## src/rtl/imm_gen_pkg.sv

```systemverilog
// Shared types, opcode constants and the immediate decoder for imm_gen_pipe.
// Optional build macro IMM_GEN_CSR_EN: decode CSR-immediate forms as fmt Z.
package imm_gen_pkg;

  typedef enum logic [2:0] {
    FmtNone = 3'd0,
    FmtR    = 3'd1,
    FmtI    = 3'd2,
    FmtS    = 3'd3,
    FmtB    = 3'd4,
    FmtU    = 3'd5,
    FmtJ    = 3'd6,
    FmtZ    = 3'd7
  } fmt_e;

  localparam logic [6:0] OPC_LOAD      = 7'b0000011;
  localparam logic [6:0] OPC_OP_IMM    = 7'b0010011;
  localparam logic [6:0] OPC_JALR      = 7'b1100111;
  localparam logic [6:0] OPC_STORE     = 7'b0100011;
  localparam logic [6:0] OPC_BRANCH    = 7'b1100011;
  localparam logic [6:0] OPC_LUI       = 7'b0110111;
  localparam logic [6:0] OPC_AUIPC     = 7'b0010111;
  localparam logic [6:0] OPC_JAL       = 7'b1101111;
  localparam logic [6:0] OPC_OP        = 7'b0110011;
  localparam logic [6:0] OPC_OP_IMM_32 = 7'b0011011;
  localparam logic [6:0] OPC_OP_32     = 7'b0111011;
  localparam logic [6:0] OPC_SYSTEM    = 7'b1110011;

  typedef struct packed {
    logic [63:0] imm;
    fmt_e        fmt;
    logic        illegal;
  } dec_t;

  // Immediate is always built 64 bits wide; narrower datapaths keep the low bits.
  function automatic dec_t decode_imm(input logic [31:0] instr, input logic rv64);
    dec_t d;
    logic [63:0] imm_i;
    imm_i     = {{52{instr[31]}}, instr[31:20]};
    d.imm     = '0;
    d.fmt     = FmtNone;
    d.illegal = 1'b0;
    if (instr[1:0] != 2'b11) begin
      d.illegal = 1'b1;
    end else begin
      case (instr[6:0])
        OPC_LOAD, OPC_OP_IMM, OPC_JALR: begin
          d.fmt = FmtI;
          d.imm = imm_i;
        end
        OPC_STORE: begin
          d.fmt = FmtS;
          d.imm = {{52{instr[31]}}, instr[31:25], instr[11:7]};
        end
        OPC_BRANCH: begin
          d.fmt = FmtB;
          d.imm = {{51{instr[31]}}, instr[31], instr[7], instr[30:25], instr[11:8], 1'b0};
        end
        OPC_LUI, OPC_AUIPC: begin
          d.fmt = FmtU;
          d.imm = {{32{instr[31]}}, instr[31:12], 12'b0};
        end
        OPC_JAL: begin
          d.fmt = FmtJ;
          d.imm = {{43{instr[31]}}, instr[31], instr[19:12], instr[20], instr[30:21], 1'b0};
        end
        OPC_OP: begin
          d.fmt = FmtR;
        end
        OPC_OP_IMM_32: begin
          if (rv64) begin
            d.fmt = FmtI;
            d.imm = imm_i;
          end else begin
            d.illegal = 1'b1;
          end
        end
        OPC_OP_32: begin
          if (rv64) begin
            d.fmt = FmtR;
          end else begin
            d.illegal = 1'b1;
          end
        end
        OPC_SYSTEM: begin
`ifdef IMM_GEN_CSR_EN
          // funct3[2] selects the uimm CSR forms (csrrwi/csrrsi/csrrci)
          if (instr[14]) begin
            d.fmt = FmtZ;
            d.imm = {59'b0, instr[19:15]};
          end else begin
            d.fmt = FmtI;
            d.imm = imm_i;
          end
`else
          d.fmt = FmtI;
          d.imm = imm_i;
`endif
        end
        default: begin
          d.illegal = 1'b1;
        end
      endcase
    end
    return d;
  endfunction

endpackage

```

## src/rtl/imm_skid_buf.sv

```systemverilog
// Generic valid/ready pipeline stage: one output register plus one skid entry, with flush.
module imm_skid_buf #(
  parameter int unsigned W = 8
) (
  input  logic         clk,
  input  logic         rst_n,
  input  logic         flush,
  input  logic         in_valid,
  output logic         in_ready,
  input  logic [W-1:0] in_data,
  output logic         out_valid,
  input  logic         out_ready,
  output logic [W-1:0] out_data
);

  logic         out_valid_q, out_valid_d;
  logic [W-1:0] out_data_q, out_data_d;
  logic         skid_valid_q, skid_valid_d;
  logic [W-1:0] skid_data_q, skid_data_d;
  logic         rdy_q, rdy_d;
  logic         acc, drain;

  always_comb begin
    acc          = in_valid && rdy_q;
    drain        = out_valid_q && out_ready;
    out_valid_d  = out_valid_q;
    out_data_d   = out_data_q;
    skid_valid_d = skid_valid_q;
    skid_data_d  = skid_data_q;
    if (flush) begin
      out_valid_d  = 1'b0;
      skid_valid_d = 1'b0;
    end else if (!out_valid_q || drain) begin
      if (skid_valid_q) begin
        // Older skid beat goes first to keep FIFO order
        out_valid_d  = 1'b1;
        out_data_d   = skid_data_q;
        skid_valid_d = acc;
        if (acc) begin
          skid_data_d = in_data;
        end
      end else begin
        out_valid_d = acc;
        if (acc) begin
          out_data_d = in_data;
        end
      end
    end else if (acc) begin
      skid_valid_d = 1'b1;
      skid_data_d  = in_data;
    end
    rdy_d = !skid_valid_d;
  end

  always_ff @(posedge clk) begin
    if (!rst_n) begin
      out_valid_q  <= 1'b0;
      out_data_q   <= '0;
      skid_valid_q <= 1'b0;
      skid_data_q  <= '0;
      rdy_q        <= 1'b0;
    end else begin
      out_valid_q  <= out_valid_d;
      out_data_q   <= out_data_d;
      skid_valid_q <= skid_valid_d;
      skid_data_q  <= skid_data_d;
      rdy_q        <= rdy_d;
    end
  end

  assign in_ready  = rdy_q;
  assign out_valid = out_valid_q;
  assign out_data  = out_data_q;

  skid_behind_output: assert property (@(posedge clk) disable iff (!rst_n)
    skid_valid_q |-> out_valid_q);

endmodule

```

## src/rtl/imm_gen_pipe.sv

```systemverilog
// Registered immediate generator: decodes format/immediate/target and buffers through a skid.
// Optional build macro IMM_GEN_CSR_EN enables fmt Z decode of CSR-immediate instructions.
module imm_gen_pipe
  import imm_gen_pkg::*;
#(
  parameter int unsigned XLEN = 32,
  parameter int unsigned PC_W = XLEN
) (
  input  logic            clk,
  input  logic            rst_n,
  input  logic            flush,
  input  logic            in_valid,
  output logic            in_ready,
  input  logic [31:0]     in_instr,
  input  logic [PC_W-1:0] in_pc,
  output logic            out_valid,
  input  logic            out_ready,
  output logic [XLEN-1:0] out_imm,
  output logic [2:0]      out_fmt,
  output logic            out_illegal,
  output logic [PC_W-1:0] out_target
);

  localparam int unsigned W = XLEN + PC_W + 4;
  localparam logic Rv64 = (XLEN == 64);

  dec_t            dec;
  logic [XLEN-1:0] imm;
  logic [PC_W-1:0] target;
  logic [W-1:0]    in_data;
  logic [W-1:0]    out_data;
  logic            unused_dec;

  always_comb begin
    dec    = decode_imm(in_instr, Rv64);
    imm    = dec.imm[XLEN-1:0];
    // Illegal and R-type carry imm 0, so target falls back to pc
    target = in_pc + dec.imm[PC_W-1:0];
  end

  assign unused_dec = ^dec.imm;
  assign in_data    = {imm, target, dec.fmt, dec.illegal};

  imm_skid_buf #(
    .W(W)
  ) u_skid (
    .clk      (clk),
    .rst_n    (rst_n),
    .flush    (flush),
    .in_valid (in_valid),
    .in_ready (in_ready),
    .in_data  (in_data),
    .out_valid(out_valid),
    .out_ready(out_ready),
    .out_data (out_data)
  );

  assign {out_imm, out_target, out_fmt, out_illegal} = out_data;

endmodule

```

## config.mk

```make
export PLATFORM = sky130hd
export DESIGN_NAME = imm_gen_pipe
export DESIGN_NICKNAME = d
export VERILOG_FILES = /design/src/rtl/imm_gen_pkg.sv /design/src/rtl/imm_skid_buf.sv /design/src/rtl/imm_gen_pipe.sv
export SDC_FILE = /design/constraint.sdc
export NUM_CORES = 1
export LEC_CHECK = 0
export ABC_AREA = 1
export CAP_MARGIN = 10
export CORE_MARGIN = 2
export CORE_UTILIZATION = 35
export CTS_CLUSTER_SIZE = 10
export DETAILED_ROUTE_END_ITERATION = 8
export SETUP_SLACK_MARGIN = 0.5
export SLEW_MARGIN = 15
export SYNTH_ARGS = -nofsm -noshare
export SYNTH_HDL_FRONTEND = slang
export SYNTH_SLANG_ARGS = --single-unit
```

## constraint.sdc

```tcl
create_clock -name clk -period 3.8 [get_ports clk]
set_clock_uncertainty 0.1 [all_clocks]
set_input_delay 0.38 -clock clk [delete_from_list [all_inputs] [get_ports clk]]
set_output_delay 0.38 -clock clk [all_outputs]
set_load 0.03 [all_outputs]
```

# --- Word-level counts from Yosys, hierarchy flattened ---
# Cells that the tools add are included.
word_totals:
  word_cells: 47
  ff_bits: 139
  out_inout_bits: 70
classes:
  addsub: 1
  mux: 15
  n_reduce_logical: 12
  eq_ne: 12
  bitwise: 2
ops:
  columns: ["op", "n"]
  rows:
  - ["68-bit 2-to-1 mux", 5]
  - ["32-bit case mux with 5 select lines", 1]
  - ["35-bit 2-to-1 mux", 1]
  - ["32-bit adder", 1]
  - ["7-bit == test, second input constant", 4]
  - ["7-bit by 6-bit == test with 1-bit output, second input constant", 3]
  - ["3-bit case mux with 6 select lines", 1]
  - ["7-bit by 5-bit == test with 1-bit output, second input constant", 2]
  - ["10-bit OR reduction", 1]
  - ["7-bit by 2-bit == test with 1-bit output, second input constant", 1]
  - ["1-bit 2-to-1 mux", 7]
  - ["2-bit OR reduction", 2]
  - ["4-bit OR reduction", 1]
  - ["3-bit AND reduction", 1]
  - ["1-bit logical AND", 2]
  - ["1-bit zero test", 2]
  - ["2-bit by 1-bit inequality test with 1-bit output, second input constant", 1]
  - ["2-bit inequality test, second input constant", 1]
  - ["1-bit NOT", 2]
  - ["2-bit AND reduction", 1]
  - ["2-bit nonzero test", 1]
  - ["1-bit logical OR", 1]

# --- Longest topological paths before layout ---
# Gate-level depths: netlist (run 1).
depth:
  ltp_word: 8
  mapped_depth: 23
  mapped_depth_nobuf: 23

# --- By module ---
# Synthesis (run 1) repeated with hierarchy kept, for this count alone.
hier_totals:
  cells_unflattened: 1586
  hier_area_um2: 9208.8
by_module_without_submodules:
  columns: ["module", "area_per_inst_um2", "instances", "cells_each"]
  rows:
  - ["imm_skid_buf", 6458.7, 1, 1040]
  - ["imm_gen_pipe", 2750.1, 1, 546]

# --- Worst setup path before layout (run 1) ---
# No wires, ideal clock.
synth_timing:
  kind: "in2reg"
  startpoint: "input in_instr[1]"
  endpoint: "register u_skid.out_data_q[26] (netlist: u_skid.out_data[26])"
  arrival_time_ps: 2700
  n_path_buf: 0
  slack_ps: 868
  path_stages: 20
  setup_ps: 132
  cell_sequence: "nand2_1 nor2_2 nand2_2 nor2_2 inv_2 o22ai_1 ha_1 inv_1 fa_1 nand3b_1 nand2_1 nand2_1 nand2_1 nand3_1 nand2_1 nand2_1 nand3_1 nand3_1 nand2_1 a21oi_1"
synth_rtl:
  columns: ["item", "line_no", "text"]
  rows:
  - ["start: declaration", "imm_gen_pipe.sv:14", "input logic [31:0] in_instr,"]
  - ["end signal: assignment", "imm_skid_buf.sv:64", "out_data_q <= out_data_d;"]
  - ["end: declaration", "imm_skid_buf.sv:17", "logic [W-1:0] out_data_q, out_data_d;"]

==> results.py, run 1 <==
metrics = {
    "placed_design": {
        "io_buffers": 138,
        "dp_slack_ps": -54.50,
        "gp_congestion": 0.9329,
        "dp_hpwl_um": 19880,
        "dp_cells": 1704,
        "place_area_mm2": 0.009998,
    },
    "floorplan": {
        "num_io_pins": 139,
        "core_mm2": 0.02333,
        "die_area_mm2": 0.02481,
        "dieHeight_um": 157.5,
        "start_util": 0.3535,
        "die_w_um": 157.5,
        "row_count": 56,
    },
    "worst_setup_path": {
        "crit_chain": "clkdlybuf4s50_1 > nand2_2 > nor2_1 > nand2_2 > nand3_4 > nand2_8 > buf_4 > nand3_2 > ha_1 > nand4_1 > nor3_1 > nand3_1 > nand3_1 > nand3_1 > nand2_1 > a21oi_1",
        "slowest_stage": "clkdlybuf4s50_1",
        "worstSetupPathType": "input pin to register",
        "crit_path_max_fanout": 8,
        "worstSetupEndpoint": "u_skid.out_data[31]$_SDFFE_PN0P_",
        "worstSetupEndpointType": "register",
        "reg2reg_depth": 9,
        "cp.required_ps": 3960,
        "critPathBufInv": 2,
        "cpPeakStageDelay_ps": 410,
        "timing.rr.start": "u_skid.in_ready$_SDFF_PN0_",
        "start_kind": "input pin",
        "regToRegEndpoint": "u_skid.out_data[35]$_SDFFE_PN0P_",
        "crit_start": "in_instr[0]",
        "worst-path-stages": 16,
        "worstPathArrival_ps": 3300,
        "regToRegSetupSlack_ps": 1820,
        "critical-path-top-delay-family": "simple AND/OR/NAND/NOR gates",
        "critPathMostFrequentCell": "nand3_1",
    },
    "clocking": {
        "cts_buffers": 17,
        "cts_buffer_depth": 2,
        "cts_tree": "done",
        "clk_pin_slew_ps": 60,
        "cts_hold_repair.buffers": 0,
        "clkLatencyLatePin_ps": 420,
        "cts_sinks": 139,
        "htreeDepth": 4,
        "cts-root-buf": "clkbuf_16",
    },
    "synthesis": {
        "synthSimpleGateAreaFrac": 0.2908,
        "syn-num-nets": 1379,
        "ys_ff_latch": 139,
        "synth-edff-count": 0,
        "synth_compound_area_frac": 0.2037,
        "async_flop_share": 0,
        "synth_xor_area_frac": 0.01380,
        "synth.mux.area_fraction": 0,
        "ys_types": 42,
        "synth_top_family_by_area": "simple AND/OR/NAND/NOR gates",
        "postSynthAreaPerCell_um2": 6.455,
        "netlist_area_mm2": 0.008249,
        "synthAdderAreaFrac": 0.04945,
        "yosys_warnings": 0,
        "synthCells": 1278,
        "synthFlopType": "dfxtp_1",
        "yosysSeqAreaShare": 0.3373,
    },
    "timing": {
        "final_max_slew_viol_count": 0,
        "setup_viol": 0,
        "min_period_over_period": 0.8258,
        "fmax_mhz": 318.7,
        "fin_crit_ps": 3138,
        "tightest_slew_ps": 1046,
        "hold_violations": 0,
        "slew_headroom": 0.3025,
        "setup_ws_ps": 662.0,
        "rsz0062_at_grt": "yes",
        "fin_setup_tns_ps": 0,
    },
    "final_layout": {
        "final_nets": 1515,
        "final_area_mm2": 0.01114,
        "final_cells": 1745,
        "layout_common_cells": "nand2_1 (267), inv_1 (146), a21oi_1 (143), nor2_1 (140), dfxtp_1 (139)",
        "drive_above_1_share": 0.1396,
        "syn_to_final_growth_pct": 35.05,
        "num-fill-cells": 2370,
        "diodes": 0,
        "final_common_cell": "nand2_1",
    },
    "global_route": {
        "grt_pass1_vias": 7939,
        "grt_first_pass_wirelength_um": 42850,
        "gr-total-overflow": 0,
        "grt_util_all_layers": 0.2223,
        "grt_max_degree": 89,
        "antenna_found_initial": 0,
    },
    "route": {
        "vias": 8616,
        "top_layer": "met4",
        "first_pass_iters": 5,
        "wirelength_um": 27950,
        "viasPerCell": 4.938,
        "antenna_left": 0,
        "dr_wl_met2_um": 13130,
        "wire_per_inst_um": 16.02,
        "drt_iter0_markers": 609,
        "drc_errors": 0,
        "met3_length_um": 1101,
        "met1_length_um": 13310,
    },
    "run_status": {
        "status": "complete, no violations",
    },
    "worst_hold_path": {
        "holdPathStages": 2,
        "hp-class": "register to register",
    },
    "job": {
        "maxCapViolCount": 0,
    },
    "pwr": {
        "p_per_area_mw_per_mm2": 353.0,
        "vdd_drop_max_v": 0.0002591,
        "power.leakage_nw": 5.431,
    },
}
-- power by group --
part	total, mW	internal (mW)	switching [mW]
combinational	0.620	0.249	0.371
sequential	1.51	1.49	0.0202
clock	1.80	1.12	0.680
-- repair_timing --
| action | CTS | global route |
|---|---|---|
| setup buffers | 0 | 9 |
| cloned | 0 | 1 |
| setup endpoints to repair | 16 | 44 |
| resized for setup | 3 | 107 |
| pin swaps | 0 | 15 |
-- synth_stat cells (all sizes together), types with 2 or more instances --
cell type	number	area share
nand2	298	0.14
nor2	165	0.079
a21oi	157	0.096
inv	157	0.071
dfxtp	139	0.34
o21ai	112	0.068
nand3	76	0.056
clkbuf	37	0.017
ha	31	0.047
buf	25	0.016
o211ai	24	0.022
xor2	11	0.012
nand4	9	0.0068
nor3	9	0.0074
o21bai	7	0.0068
a31oi	4	0.0030
a22o	3	0.0032
a21o	2	0.0018
o22ai	2	0.0015
xnor2	2	0.0021
-- how the worst min path moves through the flow --
stage	from	end	slack [ps]
after global routing	u_skid.out_data[20]$_SDFFE_PN0P_	u_skid.out_data[20]$_SDFFE_PN0P_	390
after floorplan	u_skid.skid_data_q[4]$_SDFFE_PN0P_	u_skid.out_data[4]$_SDFFE_PN0P_	350
final	u_skid.out_data[3]$_SDFFE_PN0P_	u_skid.out_data[3]$_SDFFE_PN0P_	360
after global placement	u_skid.out_data[3]$_SDFFE_PN0P_	u_skid.out_data[3]$_SDFFE_PN0P_	360
after detailed placement	u_skid.out_data[3]$_SDFFE_PN0P_	u_skid.out_data[3]$_SDFFE_PN0P_	360
after CTS	u_skid.out_data[3]$_SDFFE_PN0P_	u_skid.out_data[3]$_SDFFE_PN0P_	370
-- routing by layer --
| layer | global-route usage | vias to the layer above |
|---|---|---|
| met5 | 0 | - |
| met4 | 0.05758 | 0 |
| met3 | 0.03442 | 25 |
| met2 | 0.3635 | 193 |
| met1 | 0.3054 | 3982 |
| li1 | - | 4416 |
-- kinds of logic after synthesis --
group / count (synthesis)
simple gates: 561
compound gates: 313
buf+inv: 220
flops: 139
fa+ha+maj: 32
xor+xnor: 13
-- flip-flops by register name, indices dropped and copies added (netlist names) --
name                 count
u_skid.out_data         68
u_skid.in_ready          1
u_skid.out_valid         1
u_skid.skid_valid_q      1
u_skid.skid_data_q      68
-- layout make-up --
type	instances	area [um2]	share of cell area
flip-flops and latches	139	2783	0.2498
clock buffers	18	439.2	0.03942
repair inverters	1	5.005	0.0004492
multi-input cells	919	5012	0.4499
repair buffers	178	1714	0.1539
clock inverters	13	188.9	0.01696
well taps	319	399.1	0.03583
inverters	158	599.3	0.05380
-- per-stage QoR --
stage / hold slack, ps / util / power (mW)
2_1_floorplan: 351.2 / - / 1.861
3_3_place_gp: 356.0 / 0.4285 / 2.113
3_5_place_dp: 355.6 / 0.4285 / 2.113
4_1_cts: 365.1 / 0.4560 / 3.914
5_1_grt: 392.6 / 0.4775 / 4.080
6_report: 364.9 / 0.4775 / 3.933
-- worst register-to-register path, delay by kind of cell, from the launching register on --
kind                   cells  cell delay (ps)
buffers and inverters      3              980
AND/OR/NAND/NOR            5              370
flip-flops                 1              310
AO/OA/AOI/OAI              1               50
Power figures use the tool's default switching activity.
==> run 2: changes to the inputs <==
clock period = 2.9 ns   (was 3.8 ns; I/O delays follow)
==> run 2 against run 1 <==
  * Die area unchanged
  * Critical path depth up 8
  * Sequential power up 31%
  * Flip-flop and latch count unchanged
  * Cell count up 7.6%
  * Combinational power up 69%
  * Register-to-register slack worse by 780 ps
  * First-iteration DRC count down 12%
  * Design area up 18%
  * Non-clock buffer count up 133
  * Critical path type unchanged
==> results.py, run 2 (synthesized netlist as in run 1, its figures left out) <==
metrics = {
    "global_route": {
        "antenna_found_initial": 0,
        "grt_util_all_layers": 0.2393,
        "grt_pass1_vias": 8977,
        "gr-total-overflow": 0,
        "grt_max_degree": 95,
        "grt_first_pass_wirelength_um": 46400,
    },
    "route": {
        "vias": 9302,
        "drt_iter0_markers": 535,
        "wirelength_um": 29860,
        "drc_errors": 0,
        "antenna_left": 0,
        "viasPerCell": 4.953,
        "wire_per_inst_um": 15.90,
        "first_pass_iters": 8,
    },
    "worst_setup_path": {
        "worstPathArrival_ps": 2820,
        "reg2reg_depth": 5,
        "regToRegEndpoint": "u_skid.out_data[3]$_SDFFE_PN0P_",
        "worstSetupEndpointType": "register",
        "worstSetupEndpoint": "u_skid.out_data[19]$_SDFFE_PN0P_",
        "start_kind": "input pin",
        "regToRegSetupSlack_ps": 1040,
        "crit_path_max_fanout": 6,
        "crit_start": "in_instr[3]",
        "timing.rr.start": "u_skid.skid_valid_q$_SDFF_PN0_",
        "cp.required_ps": 3080,
        "worstSetupPathType": "input pin to register",
    },
    "clocking": {
        "cts_buffer_depth": 2,
        "cts_tree": "done",
        "cts_sinks": 139,
        "cts_buffers": 17,
        "clkLatencyLatePin_ps": 430,
        "htreeDepth": 4,
        "clk_pin_slew_ps": 60,
        "cts-root-buf": "clkbuf_16",
    },
    "timing": {
        "final_max_slew_viol_count": 0,
        "min_period_over_period": 0.9108,
        "tightest_slew_ps": 1010,
        "timing.hold.ws_ps": 299.8,
        "setup_viol": 0,
        "slew_headroom": 0.3269,
        "hold_violations": 0,
        "rsz0062_at_grt": "yes",
        "fin_crit_ps": 2641,
        "fmax_mhz": 378.6,
    },
    "floorplan": {
        "die_w_um": 157.5,
        "die_area_mm2": 0.02481,
        "row_count": 56,
        "core_mm2": 0.02333,
        "start_util": 0.3535,
        "dieHeight_um": 157.5,
        "num_io_pins": 139,
    },
    "placed_design": {
        "gp_congestion": 0.9325,
        "io_buffers": 138,
        "dp_hpwl_um": 20890,
    },
    "pwr": {
        "power.leakage_nw": 6.334,
        "p_per_area_mw_per_mm2": 401.5,
        "vdd_drop_max_v": 0.0003442,
    },
    "final_layout": {
        "syn_to_final_growth_pct": 59.08,
        "drive_above_1_share": 0.3188,
        "utilization": 0.5624,
        "final_common_cell": "nand2_1",
        "layout_common_cells": "nand2_1 (206), buf_4 (159), dfxtp_1 (139), nor2_1 (136), clkdlybuf4s50_1 (129)",
        "diodes": 0,
        "final_nets": 1647,
        "multi_input_area_mm2": 0.005969,
        "register_area_mm2": 0.002783,
        "num-fill-cells": 2156,
    },
    "worst_hold_path": {
        "hp-class": "input pin to register",
    },
    "job": {
        "maxCapViolCount": 0,
    },
    "run_status": {
        "status": "complete, no violations",
    },
}
## run 2: cell count changes in the layout (fill, tap and decap cells not counted), sizes merged
| cell | change |
|---|---|
| buf | +140 |
| clkinvlp | -2 |
| clkinv | +4 |
| inv | -2 |
| dlymetal6s2s | -4 |
| bufinv | -2 |
| clkbuf | +2 |
| clkdlybuf4s50 | -3 |
## run 2: what timing repair did
item,in CTS,in global routing
buffers inserted,16,11
pin swaps,60,69
hold endpoints to repair,0,0
endpoints found under the setup margin,61,55
hold buffers,0,0
gates resized for setup,152,150
## run 2: layer usage
metal  global-route usage  vias to the layer above  wire length, um  part of all wire
met2               0.4094                      248            14540              0.49
li1                     -                     4684                -                 -
met4              0.07359                        0              785             0.026
met3              0.03194                       47             1188             0.040
met1               0.3126                     4323            13340              0.45
met5                    0                        -                0                 0
## run 2: critical path, cell delays in order
cell and delay, ps:
buf_6 100, buf_12 130, inv_12 40, nand2_4 40, nor2_4 150, nand3_2 100, nand3_4 100, buf_6 140
nor2_4 40, clkinv_4 110, nand2_4 90, inv_4 70, ha_4 210, nand2_4 100, inv_2 40, a21oi_2 160
nand2_4 90, nand2_2 80, nand2_2 70, buf_4 140, xor2_1 140, buf_4 150, o21ai_4 120, a21oi_1 70
## run 2: cell type report
| class | instances | share of cell area |
|---|---|---|
| clock buffer | 20 | 0.03480 |
| timing repair buffer | 311 | 0.2097 |
| inverter | 158 | 0.04767 |
| tap | 319 | 0.03042 |
| multi-input combinational | 919 | 0.4549 |
| sequential | 139 | 0.2121 |
| clock inverter | 12 | 0.01049 |
## run 2: report_power, final
group | switching (mW) | internal (mW) | total [mW]
registers | 0.0253 | 1.96 | 1.98
clock network | 0.915 | 1.32 | 2.23
logic | 0.583 | 0.468 | 1.05
total | 1.52 | 3.74 | 5.27
## run 2: how the worst min path moves through the flow
| stage | slack (ps) | startpoint | cells after the start | to |
|---|---|---|---|---|
| final | 300 | in_instr[5] | 4 | u_skid.skid_data_q[1]$_SDFFE_PN0P_ |
| after global routing | 360 | in_instr[5] | 4 | u_skid.skid_data_q[1]$_SDFFE_PN0P_ |
| after detailed placement | 360 | u_skid.out_data[45]$_SDFFE_PN0P_ | 2 | u_skid.out_data[45]$_SDFFE_PN0P_ |
| after CTS | 290 | rst_n | 3 | u_skid.out_data[5]$_SDFFE_PN0P_ |
| after global placement | 360 | u_skid.out_data[45]$_SDFFE_PN0P_ | 2 | u_skid.out_data[45]$_SDFFE_PN0P_ |
| after floorplan | 270 | flush | 1 | u_skid.out_valid$_SDFFE_PP0N_ |
## run 2: per-stage QoR
step                cell area [um2]  setup TNS, ps  instances  worst slack (ps)  total power, mW
detailed placement            11270         -31630       1819            -693.8            2.920
global route                  13120              0       1878             130.1            5.457
global placement              11270         -29680       1819            -672.2            2.919
floorplan                      8621              0       1278             222.1            2.473
finish                        13120              0       1878             258.6            5.268
CTS                           12440              0       1867             336.4            5.222
==> run 3: changes to the inputs <==
RECOVER_POWER = 100   (was default)
==> run 3 against run 2 <==
  * Critical path type unchanged
  * Setup slack got worse by 38 ps
  * Non-clock buffer count is the same
  * Cell count unchanged
  * Routed wire length barely moved
  * Total power is 0.50% lower
  * The run now ends with max-capacitance violations, max-slew violations left
  * Combinational power about the same
  * Design area shrank 0.65%
  * Highest routed layer unchanged
  * Fmax fell by 1.4%
  * Utilization is 0.36 points lower
  * Via count decreased by 0.12%
  * Flip-flop and latch count unchanged
  * Count of clock-buffer cells in the layout unchanged
==> results.py, run 3 (synthesized netlist as in run 1, its figures left out) <==
metrics = {
    "run_status": {
        "status": "finished with violations",
        "violations": "max-capacitance violations, max-slew violations",
    },
    "route": {
        "vias": 9291,
        "wire_per_inst_um": 15.91,
        "drc_errors": 0,
        "viasPerCell": 4.947,
        "first_pass_iters": 7,
        "wirelength_um": 29880,
        "antenna_left": 0,
        "drt_iter0_markers": 501,
    },
    "final_layout": {
        "final_nets": 1647,
        "diodes": 0,
        "syn_to_final_growth_pct": 58.05,
        "final_common_cell": "nand2_1",
        "layout_common_cells": "nand2_1 (211), buf_4 (156), dfxtp_1 (139), nor2_1 (137), inv_1 (129)",
        "drive_above_1_share": 0.3092,
    },
    "worst_hold_path": {
        "holdPathStages": 4,
        "worstHoldStart": "in_instr[5]",
        "whs_endpoint": "u_skid.skid_data_q[1]$_SDFFE_PN0P_",
        "hp-class": "input pin to register",
    },
    "floorplan": {
        "start_util": 0.3535,
        "dieHeight_um": 157.5,
        "num_io_pins": 139,
        "die_area_mm2": 0.02481,
        "die_w_um": 157.5,
        "core_mm2": 0.02333,
        "row_count": 56,
    },
    "clocking": {
        "htreeDepth": 4,
        "cts_buffers": 17,
        "cts_sinks": 139,
        "cts_buffer_depth": 2,
        "cts_tree": "done",
        "clkLatencyLatePin_ps": 430,
        "cts-root-buf": "clkbuf_16",
        "clk_pin_slew_ps": 60,
    },
    "worst_setup_path": {
        "crit_chain": "buf_6 > buf_12 > inv_12 > nand2_4 > nor2_4 > nand3_2 > nand3_4 > buf_6 > nor2_4 > clkinv_4 > nand2_4 > inv_4 > ha_4 > nand2_4 > inv_2 > a21oi_2 > nand2_4 > nand2_2 > nand2_2 > buf_4 > xor2_1 > buf_4 > o21ai_4 > a21oi_1",
        "cp.required_ps": 3040,
        "regToRegEndpoint": "u_skid.out_data[3]$_SDFFE_PN0P_",
        "critical-path-top-delay-family": "buffers and inverters",
        "worstSetupPathType": "input pin to register",
        "worstPathArrival_ps": 2820,
        "timing.rr.start": "u_skid.in_ready$_SDFF_PN0_",
        "regToRegSetupSlack_ps": 490,
        "slowest_stage": "ha_4",
        "critPathBufInv": 9,
        "start_kind": "input pin",
        "critPathMostFrequentCell": "nand2_4",
        "worstSetupEndpointType": "register",
        "crit_path_max_fanout": 6,
        "reg2reg_depth": 7,
        "cpPeakStageDelay_ps": 210,
    },
    "pwr": {
        "p_per_area_mw_per_mm2": 402.1,
        "vdd_drop_max_v": 0.0003450,
        "power.leakage_nw": 6.531,
    },
    "global_route": {
        "antenna_found_initial": 0,
        "grt_max_degree": 95,
        "grt_pass1_vias": 8977,
        "grt_first_pass_wirelength_um": 46400,
        "grt_util_all_layers": 0.2393,
        "gr-total-overflow": 0,
    },
    "timing": {
        "tightest_slew_ps": 1605,
        "fmax_mhz": 373.1,
        "min_period_over_period": 0.9241,
        "timing.hold.ws_ps": 302.8,
        "setup_ws_ps": 220.1,
        "setup_viol": 0,
        "fin_crit_ps": 2680,
        "rsz0062_at_grt": "yes",
        "final_max_slew_viol_count": 67,
        "hold_violations": 0,
        "slew_headroom": -0.07002,
    },
    "placed_design": {
        "dp_hpwl_um": 20890,
        "dp_slack_ps": -693.8,
        "io_buffers": 138,
        "gp_congestion": 0.9325,
    },
    "job": {
        "maxCapViolCount": 1,
    },
}
[run 3: metal layers]
metal  vias up  share of wire  GRT usage
met1      4342           0.45     0.3126
met4         0          0.025    0.07359
li1       4686              -          -
met3        42          0.035    0.03194
met2       221           0.49     0.4094
met5         -              0          0
[run 3: repair_timing]
item                       4_1_cts  5_1_grt
pin swaps                       60       69
setup endpoints to repair       61       55
buffers inserted                16       11
gates resized for setup        152      150
hold buffers                     0        0
cloned                           0        0
[run 3: through the flow]
step | instances | setup TNS [ps] | utilization | total power, mW | cell area, um2
floorplan | 1278 | 0 | - | 2.473 | 8621
global placement | 1819 | -29680 | 0.4829 | 2.919 | 11270
detailed placement | 1819 | -31630 | 0.4829 | 2.920 | 11270
CTS | 1867 | 0 | 0.5332 | 5.222 | 12440
global route | 1878 | 0 | 0.5588 | 5.431 | 13040
finish | 1878 | 0 | 0.5588 | 5.242 | 13040
[run 3: worst min-delay path, stage by stage]
cell and delay, ps:
buf_2 140, buf_4 120, a31oi_1 130, a31oi_1 120
[run 3: power breakdown]
| part | switching, mW | total, mW | internal (mW) |
|---|---|---|---|
| registers | 0.0232 | 1.98 | 1.96 |
| logic | 0.579 | 1.03 | 0.448 |
| clock network | 0.915 | 2.23 | 1.32 |
[run 3: layout make-up]
type / instances / area, um2
clock inverter: 12 / 137.6
sequential: 139 / 2783
tap: 319 / 399.1
timing repair buffer: 311 / 2730
multi-input combinational: 919 / 5906
clock buffer: 20 / 456.7
fill: 2172 / 10290
inverter: 158 / 625.6
[run 3: worst max-delay path by stage]
| stage | slack, ps | cells after the start | startpoint | endpoint |
|---|---|---|---|---|
| after floorplan | 220 | 22 | in_instr[3] | u_skid.out_data[26]$_SDFFE_PN0P_ |
| after global routing | 80 | 23 | in_instr[3] | u_skid.out_data[21]$_SDFFE_PN0P_ |
| final | 220 | 24 | in_instr[3] | u_skid.out_data[19]$_SDFFE_PN0P_ |
| after CTS | 340 | 17 | in_instr[31] | u_skid.out_data[25]$_SDFFE_PN0P_ |
| after detailed placement | -690 | 19 | in_instr[2] | u_skid.out_data[33]$_SDFFE_PN0P_ |
| after global placement | -670 | 19 | in_instr[2] | u_skid.out_data[35]$_SDFFE_PN0P_ |
